**config.mk**
```make
export PLATFORM = sky130hd
export DESIGN_NAME = cond_exec_unit
export DESIGN_NICKNAME = d
export VERILOG_FILES = /design/src/rtl/cond_exec_unit.sv
export SDC_FILE = /design/constraint.sdc
export NUM_CORES = 1
export LEC_CHECK = 0
export CAP_MARGIN = 30
export CORE_MARGIN = 4
export CORE_UTILIZATION = 39
export CTS_CLUSTER_DIAMETER = 100
export DETAILED_ROUTE_END_ITERATION = 12
export GPL_ROUTABILITY_DRIVEN = 0
export PLACE_DENSITY = 0.85
export SYNTH_ARGS = -nofsm -noshare
export SYNTH_HDL_FRONTEND = slang
export SYNTH_SLANG_ARGS = --single-unit
```
**constraint.sdc**
```tcl
create_clock -name clk -period 2.4 [get_ports clk]
set_clock_uncertainty 0.2 [all_clocks]
set_input_delay 0.48 -clock clk [delete_from_list [all_inputs] [get_ports clk]]
set_output_delay 0.48 -clock clk [all_outputs]
set_load 0.02 [all_outputs]
```
**src/rtl/cond_exec_unit.sv**
```systemverilog
// cond_exec_unit: EXE-stage condition evaluation with architectural NZCV
// storage and Thumb-style If-Then (IT) block sequencing. exec_en gates
// register writeback, memory write and branch-taken for the current
// instruction; it is combinational against the registered (pre-edge) flags.
module cond_exec_unit #(
    parameter int          IT_MAX       = 4,
    parameter logic [3:0]  RESET_STATUS = 4'b0000
) (
    input  logic                           clk,
    input  logic                           rst,
    input  logic                           stall,
    input  logic                           flush,
    input  logic                           instr_valid,
    input  logic [3:0]                     instr_cond,
    input  logic                           it_start,
    input  logic [3:0]                     it_firstcond,
    input  logic [$clog2(IT_MAX+1)-1:0]    it_len,
    input  logic [IT_MAX-1:0]              it_tmask,
    input  logic                           status_we,
    input  logic [3:0]                     status_in,
    output logic [3:0]                     status_out,
    output logic                           exec_en,
    output logic [3:0]                     eff_cond,
    output logic                           in_it,
    output logic [$clog2(IT_MAX+1)-1:0]    it_remaining,
    output logic                           it_err
);

    localparam int LW = $clog2(IT_MAX + 1);

    // IT sequencer states
    localparam logic [0:0] ST_IDLE   = 1'b0;
    localparam logic [0:0] ST_ACTIVE = 1'b1;

    localparam logic [LW-1:0] IT_MAX_L = LW'(IT_MAX);
    localparam logic [LW-1:0] ONE_L    = LW'(1);

    // Registered state
    logic [0:0]        state_q,     state_d;
    logic [3:0]        status_q,    status_d;
    logic [3:0]        firstcond_q, firstcond_d;
    logic [IT_MAX-1:0] mask_q,      mask_d;
    logic [LW-1:0]     rem_q,       rem_d;
    logic              it_err_q,    it_err_d;

    // Combinational helpers
    logic              consume;
    logic              active;
    logic              cond_pass;
    logic [LW-1:0]     len_clamped;

    // ARM condition-code truth table against {N,Z,C,V}
    function automatic logic cond_truth(input logic [3:0] cond, input logic [3:0] nzcv);
        logic n, z, c, v;
        logic res;
        n = nzcv[3];
        z = nzcv[2];
        c = nzcv[1];
        v = nzcv[0];
        case (cond)
            4'd0:    res = z;
            4'd1:    res = ~z;
            4'd2:    res = c;
            4'd3:    res = ~c;
            4'd4:    res = n;
            4'd5:    res = ~n;
            4'd6:    res = v;
            4'd7:    res = ~v;
            4'd8:    res = c & ~z;
            4'd9:    res = ~c | z;
            4'd10:   res = (n == v);
            4'd11:   res = (n != v);
            4'd12:   res = ~z & (n == v);
            4'd13:   res = z | (n != v);
            4'd14:   res = 1'b1;
            default: res = 1'b0;
        endcase
        return res;
    endfunction

    // Condition selection and execute gating for the current instruction
    always_comb begin
        active      = (state_q == ST_ACTIVE);
        consume     = instr_valid & ~stall & ~flush;
        // Inside a block the condition comes from the IT instruction: the
        // mask LSB selects then (firstcond) or else (firstcond LSB flipped).
        eff_cond    = active ? {firstcond_q[3:1], firstcond_q[0] ^ ~mask_q[0]}
                             : instr_cond;
        cond_pass   = cond_truth(eff_cond, status_q);
        exec_en     = instr_valid & ~flush & cond_pass;
        len_clamped = (it_len > IT_MAX_L) ? IT_MAX_L : it_len;
    end

    // Next-state logic for flags, IT sequencer and nested-IT error pulse
    always_comb begin
        state_d     = state_q;
        status_d    = status_q;
        firstcond_d = firstcond_q;
        mask_d      = mask_q;
        rem_d       = rem_q;
        it_err_d    = 1'b0;

        if (flush) begin
            // Flush kills the instruction (no flag write) and abandons any block,
            // even while stalled.
            state_d = ST_IDLE;
            rem_d   = '0;
            mask_d  = '0;
        end else if (consume) begin
            if (active) begin
                // Every consumed instruction uses a slot, pass or fail; a nested
                // IT is just another covered instruction that flags an error.
                rem_d    = rem_q - ONE_L;
                mask_d   = mask_q >> 1;
                it_err_d = it_start;
                if (rem_q == ONE_L) begin
                    state_d = ST_IDLE;
                    mask_d  = '0;
                end
            end else if (it_start && (it_len != '0)) begin
                state_d     = ST_ACTIVE;
                firstcond_d = it_firstcond;
                mask_d      = it_tmask;
                mask_d[0]   = 1'b1;
                rem_d       = len_clamped;
            end

            if (exec_en && status_we) begin
                status_d = status_in;
            end
        end
    end

    // State registers; stall holds everything simply by not consuming
    always_ff @(posedge clk or posedge rst) begin
        if (rst) begin
            state_q     <= ST_IDLE;
            status_q    <= RESET_STATUS;
            firstcond_q <= 4'd0;
            mask_q      <= '0;
            rem_q       <= '0;
            it_err_q    <= 1'b0;
        end else begin
            state_q     <= state_d;
            status_q    <= status_d;
            firstcond_q <= firstcond_d;
            mask_q      <= mask_d;
            rem_q       <= rem_d;
            it_err_q    <= it_err_d;
        end
    end

    assign status_out   = status_q;
    assign in_it        = active;
    assign it_remaining = rem_q;
    assign it_err       = it_err_q;

endmodule

```
==> results by group, run 1 <==
Drt
  – Drt wl/cell: 15.98 µm
  – Vias post-DR: 1092
  – DR vias/cell: 5.433
  – Drt pass-1 iters: 4
  – Antenna Nets Post-Route: 0
  – Post-Route WL: 3212 µm
  – Drt initial violations: 50
  – DRC viols: 0

Final layout
  – Layout cells sized above 1: 26.90%
  – Commonest non-fill, non-tap cells in the layout: 32 x clkdlybuf4s50_1, 24 x buf_4, 16 x dfrtp_1, 9 x nand2_1
  – Fill cells: 216
  – Commonest non-fill, non-tap cell in the layout: clkdlybuf4s50_1
  – Ant. Diodes: 0
  – Area grow syn2layout: 60.00%
  – Final Cell Area: around 1700 µm²
  – Layout Nets: 200

Synthesis
  – Async SR Flop Fraction: 100.0%
  – Yosys reg bits: 17
  – Post-synthesis sequential area ratio: about two fifths
  – Post-Syn Instances: 110
  – Yosys Warn Count: 0
  – Cell area after synthesis: 1076 µm²
  – Post-synth EDFFs: 0
  – Mean area per synthesized cell: just under 10 µm²
  – Mapped Nets: 138
  – Synth Flop Type: dfrtp_1
  – Yosys cell types: 33

Timing
  – Hold Slack: between 0.3 and 0.4 ns
  – Slew @ Worst Pin: about 0.64 ns
  – Fin. Hold Viols: 0
  – Crit path time final: between 2 and 3 ns
  – Max_slew headroom: 57.16%
  – RSZ-0062 raised after global routing: true
  – Achievable Freq: 365.3 MHz
  – Final period utilization: 114.1%
  – Max-slew violation count: 0
  – Setup TNS: -1.394 ns
  – Setup WS post-layout: -0.3377 ns
  – Setup-failing EPs final: 5

Global routing
  – Number of global-route vias before repair: 1182
  – First-pass GRT wire length: 5126 µm
  – Largest net degree at the start of global routing: 18
  – GR Overflow Total: 0
  – Number of antenna violations at the first check in global routing: 0
  – Total track usage: 18.82%

Worst hold path
  – Min-delay worst type: register to register
  – Worst hold path startpoint: mask_q[3]

Placement
  – Post-place instance area: 1664 µm²
  – HPWL after detailed placement: about 2500 µm
  – PortBufs: 38

Power
  – Power Density: between 600 and 700 nW/µm²
  – Lkg Pwr: about 0.76 nW
  – Worst vdd ir: ~730 µV
  – Seq pwr share: between 30 and 40%
  – Switching Fraction: 35.53%
  – Power share of the clock group: 13.1%
  – Logic pwr share: about half
  – NetSw: 0.0004162 W
  – P_int: 0.0007553 W

Clock network
  – CTS tree: yes
  – CTS H-tree depth: 1
  – Setup bufs post-CTS: 0
  – Worst-Skew Late Latency: about 0.29 ns
  – CTS root buf: clkbuf_4
  – Clock transition at the registers of the reported paths: 0.10 ns
  – Cts bufs inserted: 3
  – Clock buffer depth: 2
  – Number of clock sinks: 17
  – Cts hold-fix bufs: 0

Die
  – Die X: roughly 61 µm
  – Core area: 2545 µm²
  – Die Height: 60.53 µm
  – Die area: 3663 µm²
  – Site row count: 18
  – IO Count: 40
  – Initial Utilization: between 40 and 50%

Flow run
  – Max-cap violation count: 0

Worst setup path
  – Setup crit end kind: output port
  – CP startpoint kind: register
  – Critical path's slowest cell: dfrtp_2
  – CP max FO: 4
  – Largest stage delay, worst path: 0.45 ns
  – Reg2reg start: in_it
  – CP Buf/Inv Count: 3
  – CP startpoint: in_it
  – Worst endpoint required time: 1.72 ns
  – Worst path most repeated cell: buf_4
  – Cell Chain, Critical Path: buf_6 -> mux2i_4 -> buf_4 -> a211oi_2 -> mux2_4 -> a21oi_2 -> buf_4
  – Top Family by Delay on Critical Path: multiplexers
  – WP data arrival: a little over 2 ns
  – CP Class: register to output port

Outcome
  – Outcome: finished with violations
  – Failing checks: setup timing
[routing by layer]
layer / vias to the layer above / track usage (%) / wire length, µm
li1: 519 / - / -
met1: 517 / 21.51 / 1265
met2: 49 / 35.65 / 1631
met3: 7 / 3.830 / 267
met4: 0 / 4.644 / 48
met5: - / 0 / 0
[power by group through the flow]
stage	Combinational [W]	Sequential (W)	Clock (W)
floorplan	0.000229	0.000455	0
global placement	0.000548	0.000410	0
detailed placement	0.000567	0.000418	0
global route	0.000643	0.000424	0.000173
CTS	0.000594	0.000413	0.000155
finish	0.000600	0.000419	0.000153
[through the flow]
step           std cells  util, %  power (W)  setup WS [ns]
2_1_floorplan        110        -  0.0006840       -0.09613
3_5_place_dp         197    65.39  0.0009852        -0.9546
4_1_cts              201    67.40   0.001162        -0.3298
3_3_place_gp         197    65.39  0.0009580        -0.9178
5_1_grt              201    67.65   0.001239        -0.4538
6_report             201    67.65   0.001172        -0.3377
[what timing repair did]
item	CTS	global route
pin swaps	3	1
resized for setup	16	2
endpoints found under the setup margin	9	6
[Yosys cell counts, types with 4 or more instances]
library cell  instances  share of area [%]
o21ai_0               7                3.3
nor2b_1               4                2.3
a21oi_1               6                2.8
nand2b_1              4                2.3
inv_1                 7                2.4
nor3b_1               5                3.5
nand2_1               9                3.1
clkbuf_1              4                1.4
dfrtp_1              17                 40
mux2_2                9                9.4
[state kept, by name, summed over array words and instances (netlist names)]
register and count:
it_err 1, status_out 4, firstcond_q 4, it_remaining 3
in_it 1, mask_q 4
[area by class of cell]
class / count / area [µm²] / share of cell area (%)
multi-input cells: 81 / 645.6 / 37.50
inverters: 7 / 26.28 / 1.526
clock buffers: 4 / 26.28 / 1.526
well taps: 30 / 37.54 / 2.180
flip-flops and latches: 17 / 426.7 / 24.78
repair buffers: 62 / 559.3 / 32.49
[tightest hold or removal path, cell delays in order (launching register included)]
cell and delay (ns):
dfrtp_1 0.36, nand2_1 0.05, o21ai_0 0.06
[path summary, 6_finish.rpt]
kind	cells past startpoint	to	slack [ns]
max reg2reg	8	status_out[2]	-0.27
max	7	exec_en	-0.34
min in group asynchronous	2	mask_q[0]	0.36
min	2	mask_q[3]	0.30
min reg2reg	2	mask_q[3]	0.30
max in group asynchronous	2	in_it	1.19
[logic make-up (layout without fill, tap and decap cells)]
| kind of cell | count (synthesis) | in the layout | synth area share, % |
|---|---|---|---|
| flops | 17 | 17 | 39.54 |
| xor+xnor | 3 | 3 | 2.442 |
| buf+inv | 12 | 73 | 4.302 |
| compound gates | 26 | 26 | 16.74 |
| simple gates | 35 | 35 | 18.37 |
| mux | 15 | 15 | 16.28 |
| fa+ha+maj | 2 | 2 | 2.325 |
Note: power is estimated with default switching activity, not from simulation.
==> inputs of run 2 (changes only) <==
--- a/config.mk
+++ b/config.mk
@@ -15,3 +15,4 @@
 export SYNTH_ARGS = -nofsm -noshare
 export SYNTH_HDL_FRONTEND = slang
 export SYNTH_SLANG_ARGS = --single-unit
+export TNS_END_PERCENT = 50
==> run 2 against run 1 <==
The run still ends with setup timing left. Sequential share of layout area fell by 0.090 points. Critical path depth stayed put. Power fell by 0.31%. Non-clock buffer count grew 1. Routed wire length decreased by 0.65%. Fmax increased by 0.12%. Count of clock-buffer cells in the layout did not move. Critical path type unchanged. Largest cell class unchanged. Largest power group unchanged.
==> results by group, run 2 (synthesized netlist as in run 1, its figures left out) <==
Timing
  – Setup-failing EPs final: 5 (unchanged)
  – Hold Slack: 0.3026 ns (was 0.3014 ns)
  – Fin. Hold Viols: 0 (unchanged)
  – RSZ-0062 raised after global routing: true (unchanged)
  – Final period utilization: 113.9% (was 114.1%)
  – Max-slew violation count: 0 (unchanged)
  – Setup WS post-layout: -0.3346 ns (was -0.3377 ns)
  – Slew @ Worst Pin: 0.6407 ns (was 0.6418 ns)
  – Crit path time final: 2.735 ns (was 2.738 ns)
  – Achievable Freq: 365.7 MHz (was 365.3 MHz)
  – Max_slew headroom: 57.24% (was 57.16%)

Worst hold path
  – Worst hold path startpoint: mask_q[3] (unchanged)
  – Hold path endpoint: mask_q[3] (unchanged)
  – Worst Hold Depth: 2 (unchanged)
  – Min-delay worst type: register to register (unchanged)

Global routing
  – Number of global-route vias before repair: 1163 (was 1182)
  – First-pass GRT wire length: 5043 µm (was 5126 µm)
  – GR Overflow Total: 0 (unchanged)
  – Number of antenna violations at the first check in global routing: 0 (unchanged)
  – Largest net degree at the start of global routing: 18 (unchanged)
  – Total track usage: 18.55% (was 18.82%)

Power
  – Power Density: 675.9 nW/µm² (was 680.5 nW/µm²)
  – Power share of the clock group: 12.9% (was 13.1%)
  – Worst vdd ir: 721.6 µV (was 727.6 µV)
  – NetSw: 0.0004118 W (was 0.0004162 W)
  – Logic pwr share: 51.4% (was 51.2%)
  – Design Power: 0.001168 W (was 0.001172 W)
  – Lkg Pwr: 0.7562 nW (was 0.7579 nW)
  – Seq pwr share: 35.7% (about the same)
  – P_int: 0.0007561 W (was 0.0007553 W)
  – Switching Fraction: 35.26% (was 35.53%)

Worst setup path
  – FF-to-FF path depth: 9 (was 8)
  – Reg2reg start: in_it (unchanged)
  – WP data arrival: 2.05 ns (was 2.06 ns)
  – Worst r2r dst: status_out[2] (unchanged)
  – Setup crit end kind: output port (unchanged)
  – Flop2flop setup slack: -0.22 ns (was -0.27 ns)
  – CP Class: register to output port (unchanged)
  – CP startpoint kind: register (unchanged)
  – Worst endpoint required time: 1.72 ns (about the same)
  – CP max FO: 4 (unchanged)

Final layout
  – Area grow syn2layout: 60.58% (was 60.00%)
  – Layout cells sized above 1: 27.91% (was 26.90%)
  – Commonest non-fill, non-tap cells in the layout: 32 x clkdlybuf4s50_1, 25 x buf_4, 16 x dfrtp_1, 9 x nand2_1 (was 32 x clkdlybuf4s50_1, 24 x buf_4, 16 x dfrtp_1, 9 x nand2_1)
  – Commonest non-fill, non-tap cell in the layout: clkdlybuf4s50_1 (unchanged)
  – Fill cells: 214 (was 216)
  – Ant. Diodes: 0 (unchanged)
  – Final Cell Area: 1728 µm² (was 1722 µm²)
  – Layout Nets: 201 (was 200)

Die
  – Die X: 60.53 µm (unchanged)
  – IO Count: 40 (unchanged)
  – Site row count: 18 (unchanged)
  – Die Height: 60.53 µm (unchanged)
  – Core area: 2545 µm² (unchanged)
  – Die area: 3663 µm² (unchanged)
  – Initial Utilization: 42.28% (unchanged)

Clock network
  – CTS tree: yes (unchanged)
  – Worst-Skew Late Latency: 0.29 ns (about the same)
  – CTS H-tree depth: 1 (unchanged)
  – Cts hold-fix bufs: 0 (unchanged)
  – CTS root buf: clkbuf_4 (unchanged)
  – Clock transition at the registers of the reported paths: 0.10 ns (about the same)
  – Cts bufs inserted: 3 (unchanged)
  – Number of clock sinks: 17 (unchanged)
  – Clock buffer depth: 2 (unchanged)

Drt
  – Drt pass-1 iters: 4 (unchanged)
  – Antenna Nets Post-Route: 0 (unchanged)
  – Post-Route WL: 3191 µm (was 3212 µm)
  – DRC viols: 0 (unchanged)
  – Drt initial violations: 65 (was 50)
  – Vias post-DR: 1101 (was 1092)
  – Drt wl/cell: 15.80 µm (was 15.98 µm)
  – DR vias/cell: 5.450 (was 5.433)

Placement
  – HPWL after detailed placement: 2536 µm (unchanged)
  – PortBufs: 38 (unchanged)
  – Post-place instance area: 1664 µm² (unchanged)

Outcome
  – Outcome: finished with violations (unchanged)
  – Failing checks: setup timing (unchanged)

Flow run
  – Max-cap violation count: 0 (unchanged)
==> run 2: cell count changes in the layout (fill, tap and decap cells not counted), sizes merged <==
| cell | delta |
|---|---|
| dlymetal6s2s | -1 |
| buf | +2 |
==> run 2: worst max-delay path by stage <==
stage | from | to | slack, ns | depth (start not counted)
global route | in_it | exec_en | -0.45 | 6
finish | in_it | exec_en | -0.33 | 7
global placement | instr_cond[3] | exec_en | -0.92 | 7
floorplan | in_it | status_out[0] | -0.1 | 6
detailed placement | instr_cond[3] | exec_en | -0.95 | 7
CTS | in_it | exec_en | -0.33 | 6
==> run 2: routing by layer <==
layer	part of all wire (%)	wire length [µm]	vias to the layer above	GRT usage (%)
met3	7.9	251	9	3.830
li1	-	-	518	-
met4	1.7	53	0	4.644
met5	0	0	-	0
met2	51	1621	50	35.19
met1	40	1265	524	21.12
==> run 2: per-stage QoR <==
stage,instances,setup TNS (ns),utilization (%),setup WS (ns)
global placement,197,-3.823,65.39,-0.9178
detailed placement,197,-4.331,65.39,-0.9546
CTS,201,-1.647,67.26,-0.3298
finish,202,-1.199,67.90,-0.3346
global route,202,-1.630,67.90,-0.4538
floorplan,110,-0.4756,-,-0.09613
==> run 2: critical path, stage by stage, from the launching register on <==
cell and delay (ns):
dfrtp_2 0.45, buf_6 0.14, mux2i_4 0.19, buf_4 0.16, a211oi_2 0.23, mux2_4 0.33
a21oi_2 0.11, buf_4 0.14
==> run 2: final cells by class <==
type	instances	area [µm²]	area share, %
Clock buffer	4	26.28	1.521
Inverter	7	26.28	1.521
Multi-Input combinational cell	81	645.6	37.36
Sequential cell	17	426.7	24.69
Tap cell	30	37.54	2.172
Timing Repair Buffer	63	565.5	32.73
==> run 2: power by group through the flow <==
stage	clock [W]	combinational, W	sequential (W)
after floorplan	0	0.000229	0.000455
final	0.000151	0.000601	0.000417
after global placement	0	0.000548	0.000410
after global routing	0.000173	0.000643	0.000423
after detailed placement	0	0.000567	0.000418
after CTS	0.000155	0.000588	0.000413
==> run 2: repair_timing <==
action | 4_1_cts | 5_1_grt
gates resized for setup | 15 | 4
buffers inserted | 0 | 1
pin swaps | 3 | 1
setup endpoints to repair | 9 | 6
